File: config.mk
export PLATFORM = sky130hd
export DESIGN_NAME = conv3x3_stream_flat
export DESIGN_NICKNAME = d
export VERILOG_FILES = /design/src/rtl/conv3x3_stream_if.sv /design/src/rtl/conv3x3_stream.sv /design/src/flat_wrapper.sv
export SDC_FILE = /design/constraint.sdc
export NUM_CORES = 2
export LEC_CHECK = 0
export BUFFER_PORTS_ARGS = -buffer_cell sky130_fd_sc_hd__buf_2
export CAP_MARGIN = 20
export CORE_UTILIZATION = 39
export CTS_CLUSTER_DIAMETER = 60
export DETAILED_ROUTE_END_ITERATION = 10
export GPL_TIMING_DRIVEN = 0
export PLACE_DENSITY_LB_ADDON = 0.05
export SYNTH_ARGS = -nofsm -noshare
export SYNTH_HDL_FRONTEND = slang
export SYNTH_SLANG_ARGS = --single-unit
File: constraint.sdc
create_clock -name clk_in -period 6.4 [get_ports clk_in]
set_input_delay 0 -clock clk_in [delete_from_list [all_inputs] [get_ports clk_in]]
set_output_delay 0 -clock clk_in [all_outputs]
set_load 0.005 [all_outputs]
File: src/rtl/conv3x3_stream_if.sv
// Pixel stream interface for conv3x3_stream: raster input beats in, filtered pixels out.
interface conv3x3_stream_if #(
    parameter int PIXEL_WIDTH = 8
);
    logic [PIXEL_WIDTH-1:0] pixel_in;
    logic                   valid_in;
    logic                   sof_in;
    logic [PIXEL_WIDTH-1:0] pixel_out;
    logic                   valid_out;
    logic                   last_out;

    modport master (
        output pixel_in,
        output valid_in,
        output sof_in,
        input  pixel_out,
        input  valid_out,
        input  last_out
    );

    modport slave (
        input  pixel_in,
        input  valid_in,
        input  sof_in,
        output pixel_out,
        output valid_out,
        output last_out
    );
endinterface

File: src/rtl/conv3x3_stream.sv
// Streaming 3x3 convolution over a raster image: two line buffers, a 3x3 window
// register, a product stage and a sum/shift/clamp output stage (3-cycle latency).
module conv3x3_stream #(
    parameter int IMG_WIDTH    = 32,
    parameter int IMG_HEIGHT   = 32,
    parameter int PIXEL_WIDTH  = 8,
    parameter int WEIGHT_WIDTH = 8,
    parameter int FRAC_BITS    = 5
) (
    input  logic                                    clk_in,
    input  logic                                    rst_in,
    input  logic signed [2:0][2:0][WEIGHT_WIDTH-1:0] weight_in,
    conv3x3_stream_if.slave                         strm
);
    localparam int CW  = $clog2(IMG_WIDTH);
    localparam int RW  = $clog2(IMG_HEIGHT);
    localparam int PRW = WEIGHT_WIDTH + PIXEL_WIDTH + 1;
    localparam int SW  = PRW + 4;
    localparam logic signed [SW-1:0] MAX_S = SW'((1 << PIXEL_WIDTH) - 1);

    logic [CW-1:0]          col_r, cur_col_s, nxt_col_s;
    logic [RW-1:0]          row_r, cur_row_s, nxt_row_s;
    logic [PIXEL_WIDTH-1:0] lb1_r [IMG_WIDTH];
    logic [PIXEL_WIDTH-1:0] lb2_r [IMG_WIDTH];
    logic [PIXEL_WIDTH-1:0] lb1_rd_s, lb2_rd_s;
    logic [PIXEL_WIDTH-1:0] win_r [3][3];
    logic                   v1_r, last1_r, v2_r, last2_r;
    logic signed [PRW-1:0]  prod_s [9];
    logic signed [PRW-1:0]  prod_r [9];
    logic signed [SW-1:0]   sum_s, shifted_s;
    logic [PIXEL_WIDTH-1:0] clamp_s;
    logic [PIXEL_WIDTH-1:0] pixel_out_r;
    logic                   valid_out_r, last_out_r;

    // Beat position: a qualified start-of-frame forces (0,0), then compute the successor.
    always_comb begin
        if (strm.sof_in) begin
            cur_col_s = {CW{1'b0}};
            cur_row_s = {RW{1'b0}};
        end else begin
            cur_col_s = col_r;
            cur_row_s = row_r;
        end
        if (cur_col_s == CW'(IMG_WIDTH - 1)) begin
            nxt_col_s = {CW{1'b0}};
            if (cur_row_s == RW'(IMG_HEIGHT - 1)) begin
                nxt_row_s = {RW{1'b0}};
            end else begin
                nxt_row_s = cur_row_s + RW'(1);
            end
        end else begin
            nxt_col_s = cur_col_s + CW'(1);
            nxt_row_s = cur_row_s;
        end
        lb1_rd_s = lb1_r[cur_col_s];
        lb2_rd_s = lb2_r[cur_col_s];
    end

    // Position counters and stage-1 valid/last flags.
    always_ff @(posedge clk_in) begin
        if (rst_in) begin
            col_r   <= {CW{1'b0}};
            row_r   <= {RW{1'b0}};
            v1_r    <= 1'b0;
            last1_r <= 1'b0;
        end else if (strm.valid_in) begin
            col_r   <= nxt_col_s;
            row_r   <= nxt_row_s;
            v1_r    <= (cur_row_s >= RW'(2)) && (cur_col_s >= CW'(2));
            last1_r <= (cur_row_s == RW'(IMG_HEIGHT - 1)) && (cur_col_s == CW'(IMG_WIDTH - 1));
        end else begin
            v1_r    <= 1'b0;
            last1_r <= 1'b0;
        end
    end

    // Line buffers and window move only on accepted beats; their contents need no reset.
    always_ff @(posedge clk_in) begin
        if (strm.valid_in) begin
            lb2_r[cur_col_s] <= lb1_rd_s;
            lb1_r[cur_col_s] <= strm.pixel_in;
            for (int r = 0; r < 3; r++) begin
                win_r[r][0] <= win_r[r][1];
                win_r[r][1] <= win_r[r][2];
            end
            win_r[0][2] <= lb2_rd_s;
            win_r[1][2] <= lb1_rd_s;
            win_r[2][2] <= strm.pixel_in;
        end else begin
            lb1_r <= lb1_r;
            lb2_r <= lb2_r;
            win_r <= win_r;
        end
    end

    // Zero-extended pixel times sign-extended weight, weights sampled at this stage.
    always_comb begin
        for (int r = 0; r < 3; r++) begin
            for (int c = 0; c < 3; c++) begin
                prod_s[r*3+c] = $signed(PRW'({1'b0, win_r[r][c]}))
                              * $signed(PRW'($signed(weight_in[r][c])));
            end
        end
    end

    // Product register and stage-2 flags.
    always_ff @(posedge clk_in) begin
        if (rst_in) begin
            v2_r    <= 1'b0;
            last2_r <= 1'b0;
        end else begin
            v2_r    <= v1_r;
            last2_r <= last1_r;
        end
        if (v1_r) begin
            prod_r <= prod_s;
        end else begin
            prod_r <= prod_r;
        end
    end

    // Full-precision sum, arithmetic shift to integer, clamp to the pixel range.
    always_comb begin
        sum_s = {SW{1'b0}};
        for (int i = 0; i < 9; i++) begin
            sum_s = sum_s + SW'(prod_r[i]);
        end
        shifted_s = sum_s >>> FRAC_BITS;
        if (shifted_s[SW-1]) begin
            clamp_s = {PIXEL_WIDTH{1'b0}};
        end else if (shifted_s > MAX_S) begin
            clamp_s = {PIXEL_WIDTH{1'b1}};
        end else begin
            clamp_s = shifted_s[PIXEL_WIDTH-1:0];
        end
    end

    // Output register; pixel_out holds its last value between results.
    always_ff @(posedge clk_in) begin
        if (rst_in) begin
            valid_out_r <= 1'b0;
            last_out_r  <= 1'b0;
            pixel_out_r <= {PIXEL_WIDTH{1'b0}};
        end else begin
            valid_out_r <= v2_r;
            last_out_r  <= v2_r && last2_r;
            if (v2_r) begin
                pixel_out_r <= clamp_s;
            end else begin
                pixel_out_r <= pixel_out_r;
            end
        end
    end

    assign strm.pixel_out = pixel_out_r;
    assign strm.valid_out = valid_out_r;
    assign strm.last_out  = last_out_r;
endmodule

File: src/flat_wrapper.sv
// flat-port wrapper written by rule: the top's interface ports become plain ports
module conv3x3_stream_flat 
#(
    parameter int IMG_WIDTH    = 32,
    parameter int IMG_HEIGHT   = 32,
    parameter int PIXEL_WIDTH  = 8,
    parameter int WEIGHT_WIDTH = 8,
    parameter int FRAC_BITS    = 5
)
  (clk_in, rst_in, weight_in, strm_pixel_in, strm_valid_in, strm_sof_in, strm_pixel_out, strm_valid_out, strm_last_out);
  conv3x3_stream_if #(.PIXEL_WIDTH(PIXEL_WIDTH)) strm_i ();
  input  logic clk_in;
  input  logic rst_in;
  input  logic signed [2:0][2:0][WEIGHT_WIDTH-1:0] weight_in;
  input wire logic [$bits(strm_i.pixel_in)-1:0] strm_pixel_in;
  input wire logic [$bits(strm_i.valid_in)-1:0] strm_valid_in;
  input wire logic [$bits(strm_i.sof_in)-1:0] strm_sof_in;
  output wire logic [$bits(strm_i.pixel_out)-1:0] strm_pixel_out;
  output wire logic [$bits(strm_i.valid_out)-1:0] strm_valid_out;
  output wire logic [$bits(strm_i.last_out)-1:0] strm_last_out;
  assign strm_i.pixel_in = strm_pixel_in;
  assign strm_i.valid_in = strm_valid_in;
  assign strm_i.sof_in = strm_sof_in;
  assign strm_pixel_out = strm_i.pixel_out;
  assign strm_valid_out = strm_i.valid_out;
  assign strm_last_out = strm_i.last_out;
  conv3x3_stream #(.IMG_WIDTH(IMG_WIDTH), .IMG_HEIGHT(IMG_HEIGHT), .PIXEL_WIDTH(PIXEL_WIDTH), .WEIGHT_WIDTH(WEIGHT_WIDTH), .FRAC_BITS(FRAC_BITS)) u_core (.clk_in(clk_in), .rst_in(rst_in), .weight_in(weight_in), .strm(strm_i));
endmodule
; Yosys cells after proc, flatten, opt, wreduce, memory -nomap -nowiden
; Index checks and enable logic that the tools add are counted.
[totals]
regBits = 761
input_bits = 84
out_inout_bits = 10
word_cells = 141
[classes]
n_addsub = 10
n_mul = 9
order_cmp = 5
eq_ne = 2
n_mux = 17
bitwise_logic = 2
reduce_logical = 5
[op_table]
columns = cell, n
row1 = $bwmux W256, 2
row2 = $mul A9 B8 Y17, 9
row3 = $add A21 B17 Y21, 6
row4 = $bmux W8 S5, 2
row5 = $mux W8, 7
row6 = $demux W8 S5, 1
row7 = $mux W5, 5
row8 = $add A18 B17 Y19, 1
row9 = $add A17 B17 Y18, 1
row10 = $gt A16 B9 Y1 const B, 1
row11 = $add A5 B1 Y5 const B, 2
row12 = $eq A5 B5 Y1 const B, 2
row13 = $ge A5 B2 Y1 const B, 2
row14 = $ge A6 B6 Y1 const B, 1
row15 = $lt A6 B1 Y1 const B, 1
row16 = $not A5 Y6, 1
row17 = $logic_and A1 B1 Y1, 4
row18 = $reduce_or A2 Y1, 1
row19 = $not A1 Y1, 1

; Depth between registers and ports, before layout
[logic_depth]
depth_word = 11
ltp_mapped = 30
depth_no_buf = 30

; Worst setup path after synthesis
; No wires, ideal clock.
[synth_timing]
path_kind = reg2reg
from = register u_core.prod_r[103] (netlist name)
to = register u_core.pixel_out_r[6], in the netlist u_core.strm.pixel_out[6]
setup_ns = 0.147
arrival_ns = 6.968
required_ns = 6.253
setup_slack_ns = -0.714
path_stages_with_launch = 31
n_path_buf = 0
period_less_slack_ns = 7.114
path_cell_list = edfxtp_1 -> inv_1 -> fa_1 -> inv_1 -> ha_1 -> fa_1 -> a21o_1 -> a21oi_1 -> o21bai_1 -> a31o_2 -> a211oi_2 -> nor3_1 -> a2111o_1 -> a21oi_1 -> xnor2_1 -> fa_1 -> inv_1 -> fa_1 -> fa_1 -> fa_1 -> inv_1 -> ha_1 -> and2_1 -> a221o_1 -> a21oi_1 -> nand2_1 -> o21ai_0 -> a311oi_1 -> o2111ai_1 -> nor4_4 -> a22oi_1
[synth_between]
elab_chain_len = 10
[synth_rtl]
columns = element, line_no
row1 = start: declaration, conv3x3_stream.sv:29  ; logic signed [PRW-1:0] prod_r [9];
row2 = start signal: assignment, conv3x3_stream.sv:116  ; prod_r <= prod_s;
row3 = start signal: assignment, conv3x3_stream.sv:118  ; prod_r <= prod_r;
row4 = $add A18 B17 Y19 *, conv3x3_stream.sv:126  ; sum_s = sum_s + SW'(prod_r[i]);
row5 = $add A21 B17 Y21 * (6 in a row), conv3x3_stream.sv:126
row6 = $gt A16 B9 Y1, conv3x3_stream.sv:131  ; end else if (shifted_s > MAX_S) begin
row7 = $mux W8, conv3x3_stream.sv:131
row8 = $mux W8 *, conv3x3_stream.sv:129  ; if (shifted_s[SW-1]) begin
row9 = end signal: assignment, conv3x3_stream.sv:143  ; pixel_out_r <= {PIXEL_WIDTH{1'b0}};
row10 = end signal: assignment, conv3x3_stream.sv:148  ; pixel_out_r <= clamp_s;
row11 = end signal: assignment, conv3x3_stream.sv:150  ; pixel_out_r <= pixel_out_r;
row12 = end: declaration, conv3x3_stream.sv:32  ; logic [PIXEL_WIDTH-1:0] pixel_out_r;
; Every way passes the cells marked *; elsewhere a longest branch is shown, timed or not.
; A chain may end at the register's enable or synchronous reset.

; Final worst setup path
[layout_timing]
from = register u_core.prod_r[137] (netlist name)
to = register u_core.pixel_out_r[5], in the netlist u_core.strm.pixel_out[5]
[layout_between]
elab_chain_len = 11
[layout_rtl]
columns = element, line_no
row1 = $add A17 B17 Y18 *, conv3x3_stream.sv:126
row2 = $add A18 B17 Y19 *, conv3x3_stream.sv:126
row3 = $add A21 B17 Y21 * (6 in a row), conv3x3_stream.sv:126
row4 = $gt A16 B9 Y1, conv3x3_stream.sv:131
row5 = $mux W8, conv3x3_stream.sv:131
row6 = $mux W8 *, conv3x3_stream.sv:129
; Marks and branches as above.

==> impl_metrics.tcl <==
set metrics [dict create \
    postSynthAreaPerCell_sq_um 12.4 \
    synthCells 4090 \
    setup.worst_path.end_class "flop" \
    hold_class "input pin to flop" \
    core_area_sq_um 129000 \
    routed_wl_um 128000 \
    worst_ep_required_time_ns 6.96 \
    report.final.hold_viol_count 0 \
    i_o_pin_count 94 \
    antenna_found_initial 11 \
    final_antenna_net_count 0 \
    postLayoutCoreUtil_pct 44.9 \
    violations "setup timing" \
    power_density_nw_per_um2 281 \
    depth_of_the_cts_h_tree 3 \
    sequential_cell_area_sq_um 22600 \
    drv_slew 0 \
    place.port_buffers 92 \
    dominant_cell_type_by_area_after_synthesis "edfxtp_1" \
    synth_cell_type_count 69 \
    dp_hpwl_um 96700 \
    finalCriticalPeriod_ns 7.20 \
    fin_nets 5322 \
    replace_congestion 0.837 \
    vertical_die_dimension_um 363 \
    slew_headroom_pct 16.2 \
    synth.top_cells.by_area "edfxtp_1, fa_1, ha_1" \
    final_cell_mix "edfxtp_1, inv_1, fa_1" \
    critPathMostFrequentCell "fa_1" \
    synth_ff_type "edfxtp_1" \
    grt_util_all_layers_pct 20.1 \
    asyncSetResetFlopFracSynth_pct 0 \
    top_cell_type_s_share_of_synthesized_area_pct 43.6 \
    largest_net_degree_at_the_start_of_global_routing 56 \
    grt_first_pass_wirelength_um 200000 \
    cts-buffers-inserted 94 \
    max_slew.worst_pin.slew_ns 1.22 \
    clock-skew-final_ns 0.0846 \
    cts.sink_count 761 \
    worst_path_max_delay_cell "fa_1" \
    yosys_warnings 0 \
    worst_ir_drop_vdd_v 0.000204 \
    fp.dieW_um 363 \
    cts_buffer_depth 3 \
    layout_commonest_cell "edfxtp_1" \
    start_kind "flop" \
    drc 0 \
    maximum_capacitance_violations 0 \
    cp.arrival_ns 7.75 \
    power.static_leakage_nw 23.8 \
    clkLatencyLatePin_ns 0.74 \
    final.period_utilization_pct 112 \
    area_delta_synth_final_pct 14.3 \
    drt-vias-per-instance 5.01 \
    slowest_delay_ns 0.56 \
    cts.reportedPaths.clkPinSlew_ns 0.05 \
    num-fill-cells 12000 \
    result_of_the_run "finished with violations" \
    num_rows 132 \
    synth-edff-count 737 \
    crit_fanout 8 \
    num_vias 31000 \
    first_iter_violations 1810 \
    avgRoutedWirePerCell_um 20.8 \
    firstDrtPassIters 5 \
    syn-num-nets 5049 \
    floorplan.die_area_sq_um 132000 \
    synth-seq-area-share_pct 44.5 \
    report.final.setup_viol 8 \
    initial_core_util_pct 39.3 \
    multiInputGateArea_sq_um 25600 \
    post_route_cells_drive_above_1_share_pct 9.73 \
    cts-root-buf "clkbuf_16" \
    grt-ovfl-total 0 \
    grt_pass1_vias 32600 \
    rsz0062_at_grt "true" \
    tritoncts "done" \
    timing.fmax_mhz 139 \
    fin_ws_ns -0.797 \
    stdcell_count 6186 \
    synthesized_cell_area_sq_um 50800 \
    synth_seq_cells 761 \
    p_total_mw 16.3 \
    worstSetupPathType "flop to flop" \
    placed_cells_incl_taps 5967 \
]
-- through the flow --
step / hold WS (ns) / setup TNS, ns / cell area (sq um) / setup WS, ns
2_1_floorplan: 0.0716 / -2.38 / 50800 / -0.298
3_3_place_gp: 0.392 / -23.24 / 53400 / -1.25
3_5_place_dp: 0.403 / -9.71 / 54300 / -1.22
4_1_cts: 0.0103 / -6.20 / 58000 / -0.779
5_1_grt: 0.0405 / -9.03 / 58000 / -1.14
6_report: 0.0364 / -6.31 / 58000 / -0.797
-- cells in the mapped netlist, types with 12 or more instances --
cell type and number:
edfxtp_1 737, inv_1 684, fa_1 443, ha_1 432, and2_1 325, nand2_1 274, nor2_1 187, xnor2_1 101
o21ai_0 93, a21oi_1 75, mux2i_1 67, clkbuf_1 66, o22ai_1 66, nand2b_1 63, mux4_2 51, nor3_1 46
o221ai_1 35, nor2b_1 31, a21boi_0 27, dfxtp_1 24, a21o_1 19, o41ai_1 18, a31oi_1 16, buf_2 16
o21a_1 16, xor2_1 16, a2111oi_0 15, a211oi_1 15, nand3_1 15, o211ai_1 12
-- what timing repair did --
item / 4_1_cts / 5_1_grt
resized for setup: 8 / 20
hold endpoints to repair: 305 / 0
buffers inserted: 5 / 1
setup endpoints to repair: 8 / 8
gates cloned: 0 / 0
hold buffers: 37 / 0
pin swaps: 16 / 8
-- worst max-delay path, delay by kind of cell, from the launching register on --
kind	cells	cell delay [ns]
AND/OR/NAND/NOR	4	0.47
flip-flops	1	0.34
adder cells (fa/ha/maj)	8	3.40
XOR/XNOR	1	0.12
buffers and inverters	5	0.36
AO/OA/AOI/OAI	13	2.41
-- where the power goes --
part	switching, mW	internal [mW]
Combinational	2.81	2.11
Sequential	0.0966	5.84
Clock	2.25	3.19
Total	5.16	11.1
-- sequential cells by signal, summed over array words and instances (netlist names), 5 cells and up --
name and count:
u_core.lb1_r 256, u_core.lb2_r 256, u_core.col_r 5, u_core.strm.pixel_out 8
u_core.prod_r 153, u_core.win_r 72, u_core.row_r 5
-- area by class of cell --
cell class	count	area share (%)
clock inverter	64	1.37
multi-input combinational	2557	44.1
tap	1742	3.75
inverter	686	4.44
timing repair buffer	178	2.66
buffer	85	0.584
clock buffer	111	4.16
sequential	761	39.0
antenna	2	0.00862
-- final timing paths --
path | cells after the start | endpoint | slack (ns) | from
worst max-delay path | 31 | u_core.strm.pixel_out[5] | -0.80 | u_core.prod_r[137]
worst min-delay path | 4 | u_core.prod_r[118] | 0.04 | weight_in[23]
worst max register to register | 31 | u_core.strm.pixel_out[5] | -0.80 | u_core.prod_r[137]
worst min register to register | 1 | u_core.last2_r | 0.44 | u_core.last1_r
-- routing by layer --
metal	part of all wire [%]	track usage, %	vias up
li1	-	-	14500
met1	46	27.7	15800
met2	48	33.4	540
met3	4.2	3.05	179
met4	2.2	4.82	8
met5	0.039	0	-
-- cell families (layout without fill, tap and decap cells) --
group                      Yosys count  count (layout)  synth area share [%]
adders and majority gates          875             875                  28.1
DFF                                761             761                  44.5
buffers and inverters              772            1124                  5.75
and+or+nand+nor                    972             972                  9.61
muxes                              122             122                  3.68
xor gates and xnor gates           117             117                  2.02
other                                0               2                     0
AOI/OAI and AO/OA                  471             471                  6.30
Power figures use the tool's default switching activity.
